File: config.mk
export PLATFORM = sky130hd
export DESIGN_NAME = pipe_ctrl_flat
export DESIGN_NICKNAME = d
export VERILOG_FILES = /design/src/rtl/pipe_ctrl_pkg.sv /design/src/rtl/pipe_ctrl_if.sv /design/src/rtl/pipe_ctrl_halt_fsm.sv /design/src/rtl/pipe_ctrl.sv /design/src/flat_wrapper.sv
export SDC_FILE = /design/constraint.sdc
export NUM_CORES = 1
export LEC_CHECK = 0
export CORE_MARGIN = 8
export CORE_UTILIZATION = 37
export DETAILED_ROUTE_END_ITERATION = 8
export GPL_ROUTABILITY_DRIVEN = 0
export PLACE_DENSITY = 0.78
export SLEW_MARGIN = 15
export SYNTH_ARGS = -nofsm -noshare
export SYNTH_HDL_FRONTEND = slang
export SYNTH_SLANG_ARGS = --single-unit
File: constraint.sdc
create_clock -name clk -period 1.5 [get_ports clk]
set_clock_uncertainty 0.15 [all_clocks]
set_input_delay 0.45 -clock clk [delete_from_list [all_inputs] [get_ports clk]]
set_output_delay 0.45 -clock clk [all_outputs]
set_load 0.1 [all_outputs]
File: src/rtl/pipe_ctrl_pkg.sv
// Shared types and constants for the pipeline controller.
package pipe_ctrl_pkg;

    // Debug-halt control FSM states
    typedef enum logic [1:0] {
        ST_RUN    = 2'd0,
        ST_DRAIN  = 2'd1,
        ST_HALTED = 2'd2
    } fsm_state_e;

    // Pipeline register stage indices
    localparam int PC     = 0;
    localparam int IF_ID  = 1;
    localparam int ID_EX  = 2;
    localparam int EX_MEM = 3;
    localparam int MEM_WB = 4;

    // Contiguous bit mask with bits lo..hi set (inclusive)
    function automatic logic [31:0] span_mask(input int lo, input int hi);
        logic [31:0] m;
        m = '0;
        for (int i = 0; i < 32; i++) begin
            if (i >= lo && i <= hi) m[i] = 1'b1;
        end
        return m;
    endfunction

endpackage

File: src/rtl/pipe_ctrl_if.sv
// Hazard/debug request inputs and stall/flush control outputs of the pipeline controller.
interface pipe_ctrl_if #(
    parameter int STAGES = 5
);
    logic              lu_hazard_i;
    logic              jump_i;
    logic              ex_busy_i;
    logic              halt_req_i;
    logic              resume_req_i;
    logic              reset_req_i;
    logic [STAGES-1:0] stall_o;
    logic [STAGES-1:0] flush_o;
    logic              halted_o;
    logic              soft_rst_o;

    // Core / debug side: raises requests, consumes pipeline controls
    modport master (
        output lu_hazard_i, jump_i, ex_busy_i, halt_req_i, resume_req_i, reset_req_i,
        input  stall_o, flush_o, halted_o, soft_rst_o
    );

    // Controller side
    modport slave (
        input  lu_hazard_i, jump_i, ex_busy_i, halt_req_i, resume_req_i, reset_req_i,
        output stall_o, flush_o, halted_o, soft_rst_o
    );
endinterface

File: src/rtl/pipe_ctrl_halt_fsm.sv
// Debug halt FSM: run/drain/halted sequencing, drain counter and soft-reset pulse.
module halt_fsm
    import pipe_ctrl_pkg::*;
#(
    parameter int STAGES = 5
) (
    input  logic       clk,
    input  logic       rstn,
    input  logic       i_jump,
    input  logic       i_ex_busy,
    input  logic       i_halt_req,
    input  logic       i_resume_req,
    input  logic       i_reset_req,
    output fsm_state_e o_state,
    output logic       o_halted,
    output logic       o_soft_rst
);
    localparam int CW = $clog2(STAGES);

    fsm_state_e    r_state;
    logic [CW-1:0] r_cnt;
    logic          r_halted;
    logic          r_rst_seen;
    logic          r_soft_rst;

    // State, drain count, halted flag and the one-shot soft reset on a reset_req rising edge
    always_ff @(posedge clk or negedge rstn) begin
        if (!rstn) begin
            r_state    <= ST_RUN;
            r_cnt      <= '0;
            r_halted   <= 1'b0;
            r_rst_seen <= 1'b0;
            r_soft_rst <= 1'b0;
        end else begin
            r_rst_seen <= i_reset_req;
            r_soft_rst <= i_reset_req & ~r_rst_seen;
            if (i_reset_req) begin
                r_state  <= ST_RUN;
                r_cnt    <= '0;
                r_halted <= 1'b0;
            end else begin
                case (r_state)
                    ST_RUN: begin
                        if (i_halt_req) begin
                            r_state <= ST_DRAIN;
                            r_cnt   <= CW'(STAGES - 1);
                        end
                    end
                    ST_DRAIN: begin
                        // A late jump refills the pipe, so the drain starts over
                        if (i_jump) begin
                            r_cnt <= CW'(STAGES - 1);
                        end else if (!i_ex_busy) begin
                            if (r_cnt <= CW'(1)) begin
                                r_state  <= ST_HALTED;
                                r_cnt    <= '0;
                                r_halted <= 1'b1;
                            end else begin
                                r_cnt <= r_cnt - 1'b1;
                            end
                        end
                    end
                    ST_HALTED: begin
                        if (i_resume_req && !i_halt_req) begin
                            r_state  <= ST_RUN;
                            r_halted <= 1'b0;
                        end
                    end
                    default: begin
                        r_state  <= ST_RUN;
                        r_halted <= 1'b0;
                    end
                endcase
            end
        end
    end

    assign o_state    = r_state;
    assign o_halted   = r_halted;
    assign o_soft_rst = r_soft_rst;

endmodule

File: src/rtl/pipe_ctrl.sv
// Pipeline stall/flush controller: priority mux over soft reset, jump, busy, load-use and halt.
module pipe_ctrl
    import pipe_ctrl_pkg::*;
#(
    parameter int STAGES     = 5,
    parameter int JUMP_STAGE = 3,
    parameter int LU_STAGE   = 2
) (
    input  logic         clk,
    input  logic         rstn,
    pipe_ctrl_if.slave   bus
);
    fsm_state_e        w_state;
    logic              w_halted;
    logic              w_soft_rst;
    logic [STAGES-1:0] w_stall;
    logic [STAGES-1:0] w_flush;

    halt_fsm #(.STAGES(STAGES)) u_halt_fsm (
        .clk          (clk),
        .rstn         (rstn),
        .i_jump       (bus.jump_i),
        .i_ex_busy    (bus.ex_busy_i),
        .i_halt_req   (bus.halt_req_i),
        .i_resume_req (bus.resume_req_i),
        .i_reset_req  (bus.reset_req_i),
        .o_state      (w_state),
        .o_halted     (w_halted),
        .o_soft_rst   (w_soft_rst)
    );

    // Highest-priority event wins; load-use responds in the same cycle it is raised
    always_comb begin
        w_stall = '0;
        w_flush = '0;
        if (w_soft_rst) begin
            w_flush = '1;
        end else if (bus.jump_i) begin
            w_flush = STAGES'(span_mask(IF_ID, JUMP_STAGE));
        end else if (bus.ex_busy_i) begin
            w_stall = STAGES'(span_mask(PC, JUMP_STAGE - 1));
            w_flush = STAGES'(span_mask(JUMP_STAGE, JUMP_STAGE));
        end else if (bus.lu_hazard_i) begin
            w_stall = STAGES'(span_mask(PC, LU_STAGE - 1));
            w_flush = STAGES'(span_mask(LU_STAGE, LU_STAGE));
        end else if (w_state != ST_RUN) begin
            // Freeze fetch and feed bubbles so the downstream stages empty out
            w_stall = STAGES'(span_mask(PC, PC));
            w_flush = STAGES'(span_mask(IF_ID, IF_ID));
        end
    end

    assign bus.stall_o    = w_stall;
    assign bus.flush_o    = w_flush;
    assign bus.halted_o   = w_halted;
    assign bus.soft_rst_o = w_soft_rst;

endmodule

File: src/flat_wrapper.sv
// flat-port wrapper written by rule: the top's interface ports become plain ports
module pipe_ctrl_flat import pipe_ctrl_pkg::*;
#(
    parameter int STAGES     = 5,
    parameter int JUMP_STAGE = 3,
    parameter int LU_STAGE   = 2
)
  (clk, rstn, bus_lu_hazard_i, bus_jump_i, bus_ex_busy_i, bus_halt_req_i, bus_resume_req_i, bus_reset_req_i, bus_stall_o, bus_flush_o, bus_halted_o, bus_soft_rst_o);
  pipe_ctrl_if #(.STAGES(STAGES)) bus_i ();
  input  logic clk;
  input  logic rstn;
  input wire logic [$bits(bus_i.lu_hazard_i)-1:0] bus_lu_hazard_i;
  input wire logic [$bits(bus_i.jump_i)-1:0] bus_jump_i;
  input wire logic [$bits(bus_i.ex_busy_i)-1:0] bus_ex_busy_i;
  input wire logic [$bits(bus_i.halt_req_i)-1:0] bus_halt_req_i;
  input wire logic [$bits(bus_i.resume_req_i)-1:0] bus_resume_req_i;
  input wire logic [$bits(bus_i.reset_req_i)-1:0] bus_reset_req_i;
  output wire logic [$bits(bus_i.stall_o)-1:0] bus_stall_o;
  output wire logic [$bits(bus_i.flush_o)-1:0] bus_flush_o;
  output wire logic [$bits(bus_i.halted_o)-1:0] bus_halted_o;
  output wire logic [$bits(bus_i.soft_rst_o)-1:0] bus_soft_rst_o;
  assign bus_i.lu_hazard_i = bus_lu_hazard_i;
  assign bus_i.jump_i = bus_jump_i;
  assign bus_i.ex_busy_i = bus_ex_busy_i;
  assign bus_i.halt_req_i = bus_halt_req_i;
  assign bus_i.resume_req_i = bus_resume_req_i;
  assign bus_i.reset_req_i = bus_reset_req_i;
  assign bus_stall_o = bus_i.stall_o;
  assign bus_flush_o = bus_i.flush_o;
  assign bus_halted_o = bus_i.halted_o;
  assign bus_soft_rst_o = bus_i.soft_rst_o;
  pipe_ctrl #(.STAGES(STAGES), .JUMP_STAGE(JUMP_STAGE), .LU_STAGE(LU_STAGE)) u_core (.clk(clk), .rstn(rstn), .bus(bus_i));
endmodule
== Word-level counts from Yosys, hierarchy flattened ==
Index checks and enable logic that the tools add are counted.
Storage, ports and cells
  flip-flop bits (word level): 8
  bits of input ports: 8
  output and inout bits: 12
  word-level logic and storage cells: 55
Operators by class
  add/sub/neg operators: 1
  magnitude comparators: 1
  equal/unequal tests: 9
  mux-type cells: 29
  bitwise operators: 2
  reductions and logical operators: 8
Operators by type and width (count)
  $mux W5: 8
  $mux W3: 5
  $ne A3 B3 Y1 const B: 5
  $mux W2: 7
  $reduce_and A5 Y1: 2
  $mux W1: 6
  $pmux W2 S3: 1
  $pmux W3 S2: 1
  $ne A4 B4 Y1 const B: 1
  $le A3 B1 Y1 const B: 1
  $pmux W1 S3: 1
  $reduce_and A3 Y1: 1
  $reduce_bool A3 Y1: 1
  $sub A3 B1 Y3 const B: 1
  $eq A2 B1 Y1 const B: 1
  $eq A2 B2 Y1 const B: 1
  $logic_not A2 Y1: 1
  $ne A2 B2 Y1 const B: 1
  $reduce_bool A2 Y1: 1
  $and A1 B1 Y1: 1
  $logic_and A1 B1 Y1: 1
  $logic_not A1 Y1: 1
  $not A1 Y1: 1

== Longest topological paths before layout ==
Gate-level depths: netlist of run 1.
  depth after elaboration: 6
  gate-level depth with buffers: 5
  mapped depth without buffers: 5

== Modules after synthesis ==
From an unflattened synthesis of run 1, not the netlist that was laid out.
Unflattened totals
  cells, all modules: 56
  area, all modules: 509.2 µm²
By module, submodules not included
  halt_fsm: instances 1, cells an instance 41, area an instance 421.7 µm², sequential area each 200.2 µm²
  pipe_ctrl: instances 1, cells an instance 15, area an instance 87.6 µm², sequential area each 0.0 µm²

== Worst setup path before layout of run 1 ==
OpenSTA, ideal clock, no wires.
  kind: register to output
  from: register u_core.u_halt_fsm.r_soft_rst (netlist: u_core.u_halt_fsm.o_soft_rst)
  to: output bus_stall_o[0]
  arrival: 3.286 ns
  data required time: 0.900 ns
  path slack: -2.386 ns
  cell stages (with the launch flop): 3
  buffers on the path: 0
  path through: dfrtp_1 -> nor2_1 -> a21boi_0
On the way
  longest elaborated chain between the ends: 1
Ends and longest elaborated chain
  start, declared: RTL line pipe_ctrl_halt_fsm.sv:24  | logic r_soft_rst;
  start signal, assigned: RTL line pipe_ctrl_halt_fsm.sv:36  | r_soft_rst <= i_reset_req & ~r_rst_seen;
  $mux W5: RTL line pipe_ctrl.sv:36  | if (w_soft_rst) begin
  end, declared: RTL line flat_wrapper.sv:18  | output wire logic [$bits(bus_i.stall_o)-1:0] bus_stall_o;
Every way passes these cells.

== Worst setup path in the final report of run 1 ==
Ends and elaborated chain as after synthesis.

==> results of run 1 <==
## registers in the layout (all words and copies together), names as in the netlist
register                      flops
u_core.u_halt_fsm.o_halted        1
u_core.u_halt_fsm.o_soft_rst      1
u_core.u_halt_fsm.o_state         2
u_core.u_halt_fsm.r_cnt           3
u_core.u_halt_fsm.r_rst_seen      1
## placed cells by master (no fill, tap or decap), drive strengths merged
| cell type | instances |
|---|---|
| ha | 2 |
| or4b | 1 |
| conb | 2 |
| a21oi | 2 |
| nor2b | 3 |
| o22a | 1 |
| dlygate4sd2 | 2 |
| nand3 | 1 |
| nand3b | 1 |
| nor3 | 3 |
| dfrtp | 8 |
| o21ai | 2 |
| o21bai | 1 |
| a21boi | 1 |
| a211o | 1 |
| buf | 33 |
| inv | 4 |
| nor2 | 5 |
| mux2i | 1 |
| and2 | 1 |
| mux2 | 1 |
| or2 | 1 |
| nor4b | 2 |
| or3 | 1 |
| a211oi | 2 |
| clkdlybuf4s50 | 2 |
| o21ba | 2 |
| o31ai | 1 |
| clkbuf | 4 |
| or3b | 1 |
## power by group through the flow
stage / logic (W) / registers [W] / clock network (W)
3_5_place_dp: 0.000359 / 0.000241 / 0
4_1_cts: 0.000377 / 0.000239 / 0.000171
2_1_floorplan: 0.000195 / 0.000258 / 0
3_3_place_gp: 0.000352 / 0.000240 / 0
5_1_grt: 0.000400 / 0.000241 / 0.000178
6_report: 0.000386 / 0.000240 / 0.000162
## logic make-up (layout without fill, tap and decap cells)
logic type	after synthesis	after routing	synth area share, %
buf+inv	8	45	8.72
mux	2	2	4.12
simple gates	20	20	24.5
fa+ha+maj	2	2	4.84
compound gates	13	13	18.4
flops	8	8	38.7
other cells	1	2	0.726
## what timing repair did
item | in CTS | in global routing
pin swaps | 7 | 3
setup buffers | 2 | 1
setup endpoints to repair | 15 | 14
resized for setup | 28 | 3
## critical path, cell delays in order (launching register included)
cell,delay (ns)
dfrtp_4,0.48
buf_6,0.13
nor2_4,0.10
a21boi_4,0.20
buf_12,0.19
## worst max-delay path by stage
stage,startpoint,endpoint,slack [ns],cells after the start
final,u_core.u_halt_fsm.o_soft_rst,bus_stall_o[0],-0.44,4
after global routing,u_core.u_halt_fsm.o_soft_rst,bus_stall_o[0],-0.49,4
after CTS,u_core.u_halt_fsm.o_soft_rst,bus_stall_o[0],-0.48,4
after detailed placement,bus_jump_i,u_core.u_halt_fsm.r_cnt[1],-0.70,5
after global placement,bus_jump_i,u_core.u_halt_fsm.r_cnt[1],-0.68,5
after floorplan,u_core.u_halt_fsm.o_soft_rst,bus_stall_o[1],-0.56,1
## per-layer routing
metal  part of all wire [%]  global-route usage (%)
met1                     38                    12.5
met2                     56                    23.2
met3                    5.1                    1.68
met4                   0.99                    5.04
met5                      0                       0
## layout make-up
| type | instances | share of cell area (%) |
|---|---|---|
| repair buffers | 37 | 39.2 |
| flip-flops and latches | 8 | 18.7 |
| inverters | 4 | 1.38 |
| well taps | 15 | 1.72 |
| clock buffers | 4 | 2.41 |
| multi-input cells | 39 | 36.6 |
## metrics by stage
stage | total power, W | setup slack, ns | utilization [%]
after floorplan | 0.000453 | -0.564 | -
after global placement | 0.000592 | -0.684 | 75.4
after detailed placement | 0.000600 | -0.700 | 75.4
after CTS | 0.000787 | -0.479 | 82.0
after global routing | 0.000819 | -0.490 | 83.8
final | 0.000788 | -0.444 | 83.8
==> impl_metrics.env, run 1 <==
export IMPL_clk_pin_slew_ns=0.05
export IMPL_synthCells=54
export IMPL_synth_area_leaders="dfrtp_1 (39%), buf_4 (5.8%), ha_1 (4.8%)"
export IMPL_yosysTopAreaCell="dfrtp_1"
export IMPL_drive_gt1_share_pct=62.0
export IMPL_r2r_cells=3
export IMPL_yosys_top_cells_count="dfrtp_1 (8), nor2_1 (5), buf_4 (4), inv_1 (4)"
export IMPL_rows=13
export IMPL_ys_seq_area_share_pct=38.7
export IMPL_io_buffers=17
export IMPL_violations="setup timing"
export IMPL_status="finished, violations left"
export IMPL_critPathKind="register to output pin"
export IMPL_dp_cells=100
export IMPL_regToRegStartpoint="u_core.u_halt_fsm.o_state[1]"
export IMPL_synth_warnings=0
export IMPL_net_switching_power_w=0.000303
export IMPL_dpl_cell_area_um2=981
export IMPL_drt_antenna_violating_nets=0
export IMPL_antenna_found_initial=0
export IMPL_die_width_um=53.4
export IMPL_hold_viol_final=0
export IMPL_multi_input_area_um2=399
export IMPL_final_area_um2=1090
export IMPL_min_to="u_core.u_halt_fsm.o_soft_rst"
export IMPL_crit_required_ns=0.90
export IMPL_worstHoldStart="u_core.u_halt_fsm.r_rst_seen"
export IMPL_grt_pass1_vias=604
export IMPL_clkPwrFrac_pct=20.5
export IMPL_cts_tree="done"
export IMPL_routedWlPerCell_um=16.0
export IMPL_start_kind="register"
export IMPL_worstPathArrival_ns=1.34
export IMPL_seqPwrFrac_pct=30.4
export IMPL_fin_crit_sh_pct=130
export IMPL_rsz0062_at_grt="true"
export IMPL_initialDrtViolationCount=8
export IMPL_dieHeight_um=53.4
export IMPL_io_pins=20
export IMPL_core_area_um2=1300
export IMPL_max_freq_mhz=514
export IMPL_holdPathStages=1
export IMPL_clockBufferDepth=2
export IMPL_critPathMaxFanout=3
export IMPL_powerDensity_nw_per_um2=722
export IMPL_comb_power_share_pct=49.0
export IMPL_cap_violations=0
export IMPL_regToRegSetupSlack_ns=-0.12
export IMPL_seqCellArea_um2=204
export IMPL_setup_violations=13
export IMPL_syn_to_final_growth_pct=111
export IMPL_end_kind="output pin"
export IMPL_grt_pass1_wl_um=2600
export IMPL_overflow=0
export IMPL_cts_buffers=3
export IMPL_whs_ns=0.249
export IMPL_synth_most_common_cell="dfrtp_1"
export IMPL_tns_ns=-3.38
export IMPL_synth_edf_count=0
export IMPL_drt_pass1_iterations=4
export IMPL_p_leak_nw=0.491
export IMPL_ys_types=28
export IMPL_grtUsageTotal_pct=12.1
export IMPL_worst_slack_ns=-0.444
export IMPL_start_util_pct=39.7
export IMPL_hold_class="register to register"
export IMPL_wl_um=1720
export IMPL_fin_crit_ns=1.94
export IMPL_ys_flop_type="dfrtp_1"
export IMPL_swShare_pct=38.5
export IMPL_yosysTopAreaCellShare_pct=38.7
export IMPL_r2r_end="u_core.u_halt_fsm.r_cnt[1]"
export IMPL_postCtsHoldBufs=0
export IMPL_synth_cell_area_um2=517
export IMPL_num_antenna_cells=0
export IMPL_p_int_w=0.000485
export IMPL_vias_per_cell=5.23
export IMPL_vias=560
export IMPL_grt_max_degree=9
export IMPL_nNetsFinal=103
export IMPL_avgSynthCellArea_um2=9.57
export IMPL_die_area_um2=2850
export IMPL_drv_slew=0
export IMPL_nFillCells=74
export IMPL_dp_hpwl_um=1300
export IMPL_cts_root_buf="clkbuf_4"
export IMPL_synth_seq_cells=8
export IMPL_clk_latency_ns=0.24
export IMPL_clock_sinks=8
export IMPL_ir_drop_uv=591
export IMPL_async_reset_ff_share_pct=100
export IMPL_drc_errors=0
export IMPL_stdcell_count=107
export IMPL_cts_htree_levels=1
Note: power is estimated with default switching activity, not from simulation.
==> run 2, diff against run 1 <==
SYNTH_HIERARCHICAL = 1   (was not set)
==> impl_metrics.env, run 2 <==
export IMPL_largest_register_ffs=3
export IMPL_async_reset_ff_share_pct=100
export IMPL_stdcell_count=116
export IMPL_clk_latency_ns=0.25
export IMPL_vias=617
export IMPL_crit_required_ns=0.90
export IMPL_dp_cells=101
export IMPL_overflow=0
export IMPL_r2r_end="u_core/u_halt_fsm/r_cnt[1]"
export IMPL_drive_gt1_share_pct=71.3
export IMPL_rsz0062_at_grt="true"
export IMPL_cts_root_buf="clkbuf_4"
export IMPL_max_freq_mhz=533
export IMPL_synth_seq_cells=8
export IMPL_synth_cell_area_um2=509
export IMPL_final_common_cell="buf_4"
export IMPL_tns_ns=-3.29
export IMPL_worstSetupEndpoint="bus_flush_o[3]"
export IMPL_rows=13
export IMPL_start_kind="register"
export IMPL_drc_errors=0
export IMPL_initialDrtViolationCount=18
export IMPL_grtUsageTotal_pct=12.5
export IMPL_status="finished, violations left"
export IMPL_dieHeight_um=53.1
export IMPL_regToRegSetupSlack_ns=-0.15
export IMPL_yosys_top_cells_count="dfrtp_1 (8), a21oi_1 (5), inv_1 (5), buf_4 (4), nor2_1 (4)"
export IMPL_powerDensity_nw_per_um2=734
export IMPL_worstPathArrival_ns=1.28
export IMPL_yosysTopAreaCellShare_pct=39.3
export IMPL_fin_crit_ns=1.88
export IMPL_synth_area_leaders="dfrtp_1 (39%), buf_4 (5.9%), a21o_2 (5.2%)"
export IMPL_drt_antenna_violating_nets=0
export IMPL_die_width_um=53.1
export IMPL_ys_types=26
export IMPL_postCtsHoldBufs=0
export IMPL_r2r_cells=5
export IMPL_grt_pass1_vias=607
export IMPL_grt_max_degree=9
export IMPL_clockBufferDepth=2
export IMPL_ys_seq_area_share_pct=39.3
export IMPL_dp_hpwl_um=1180
export IMPL_num_antenna_cells=0
export IMPL_clk_pin_slew_ns=0.05
export IMPL_final_cell_mix="buf_4 (22), buf_12 (10), buf_6 (6)"
export IMPL_violations="setup timing"
export IMPL_setup_violations=15
export IMPL_ir_drop_uv=635
export IMPL_core_area_um2=1300
export IMPL_top_register="u_core/u_halt_fsm/r_cnt"
export IMPL_p_leak_nw=0.524
export IMPL_ys_flop_type="dfrtp_1"
export IMPL_drv_slew=0
export IMPL_hold_viol_final=0
export IMPL_antenna_found_initial=0
export IMPL_vias_per_cell=5.32
export IMPL_yosysTopAreaCell="dfrtp_1"
export IMPL_syn_to_final_growth_pct=130
export IMPL_drt_pass1_iterations=4
export IMPL_cts_tree="done"
export IMPL_critPathMaxFanout=4
export IMPL_die_area_um2=2820
export IMPL_nNetsFinal=112
export IMPL_hold_class="register to register"
export IMPL_worst_slack_ns=-0.375
export IMPL_cap_violations=0
export IMPL_clock_sinks=8
export IMPL_avgSynthCellArea_um2=9.09
export IMPL_grt_pass1_wl_um=2700
export IMPL_fin_crit_sh_pct=125
export IMPL_end_kind="output pin"
export IMPL_routedWlPerCell_um=17.3
export IMPL_synthCells=56
export IMPL_synth_warnings=6
export IMPL_synth_edf_count=0
export IMPL_synth_most_common_cell="dfrtp_1"
export IMPL_cts_buffers=3
export IMPL_io_buffers=17
export IMPL_wl_um=2000
export IMPL_critPathKind="register to output pin"
export IMPL_setup_worst_path_start="u_core/u_halt_fsm/o_soft_rst"
export IMPL_io_pins=20
export IMPL_start_util_pct=39.1
export IMPL_cts_htree_levels=1
export IMPL_regToRegStartpoint="u_core/u_halt_fsm/r_cnt[0]"
[run 2: cell count changes in the layout (fill, tap and decap cells not counted), sizes merged, moves of 2 or more]
cell and change:
a21oi +3, buf +7, nor4b -2, a21o +3
or3 +2, nand2 +2
[run 2: critical path, stage by stage (launching register included)]
cell     delay [ns]
dfrtp_4        0.50
or3_4          0.35
buf_12         0.17
[run 2: area by class of cell]
cell class	instances	area (um2)
sequential	8	206
inverter	5	18.8
clock buffer	4	26.3
tap	15	18.8
multi-input combinational	40	419
fill	58	130
timing repair buffer	44	482
[run 2: what timing repair did]
| item | CTS | global route |
|---|---|---|
| resized for setup | 24 | 15 |
| setup buffers | 5 | 7 |
| endpoints found under the setup margin | 15 | 15 |
| pin swaps | 7 | 10 |
[run 2: how the worst min path moves through the flow]
stage,startpoint,to,cells past startpoint
2_1_floorplan,rstn,u_core/u_halt_fsm/o_halted,0
3_3_place_gp,u_core/u_halt_fsm/r_rst_seen,u_core/u_halt_fsm/o_soft_rst,1
3_5_place_dp,u_core/u_halt_fsm/r_rst_seen,u_core/u_halt_fsm/o_soft_rst,1
4_1_cts,u_core/u_halt_fsm/r_rst_seen,u_core/u_halt_fsm/o_soft_rst,1
5_1_grt,u_core/u_halt_fsm/r_rst_seen,u_core/u_halt_fsm/o_soft_rst,1
6_report,u_core/u_halt_fsm/r_rst_seen,u_core/u_halt_fsm/o_soft_rst,1
[run 2: metal layers]
metal	GRT usage (%)	wire, um	part of all wire (%)
met1	13.5	786	39
met2	23.6	1080	54
met3	1.40	109	5.4
met4	5.04	21	1.0
met5	0	0	0
[run 2: metrics by stage]
| step | setup WS, ns | cell area, um2 | hold slack (ns) | total power (W) | utilization [%] |
|---|---|---|---|---|---|
| 6_report | -0.375 | 1170 | 0.256 | 0.000859 | 90.0 |
| 5_1_grt | -0.418 | 1170 | 0.259 | 0.000896 | 90.0 |
| 4_1_cts | -0.437 | 1080 | 0.251 | 0.000822 | 82.9 |
| 3_5_place_dp | -0.738 | 971 | 0.240 | 0.000616 | 74.6 |
| 3_3_place_gp | -0.715 | 971 | 0.235 | 0.000610 | 74.6 |
| 2_1_floorplan | -0.564 | 592 | 0.00441 | 0.000465 | - |
[run 2: cell families (layout without fill, tap and decap cells)]
group	Yosys count	in the layout	share of synthesized area, %
compound gates	19	19	25.8
simple gates	17	17	19.7
buf+inv	9	53	9.58
flops	8	8	39.3
fa+ha+maj	2	2	4.91
other cells	1	2	0.736
[run 2: power breakdown]
| group | switching, W | internal, W |
|---|---|---|
| sequential | 0.0000187 | 0.000229 |
| clock | 0.0000689 | 0.000101 |
| combinational | 0.000255 | 0.000187 |
==> run 3, diff against run 2 <==
GPL_ROUTABILITY_DRIVEN = not set   (was 0)
SYNTH_HIERARCHICAL = not set   (was 1)
TNS_END_PERCENT = 100   (was not set)
==> results of run 3 <==
Final layout, timing and power as in run 1 (identical DEF).
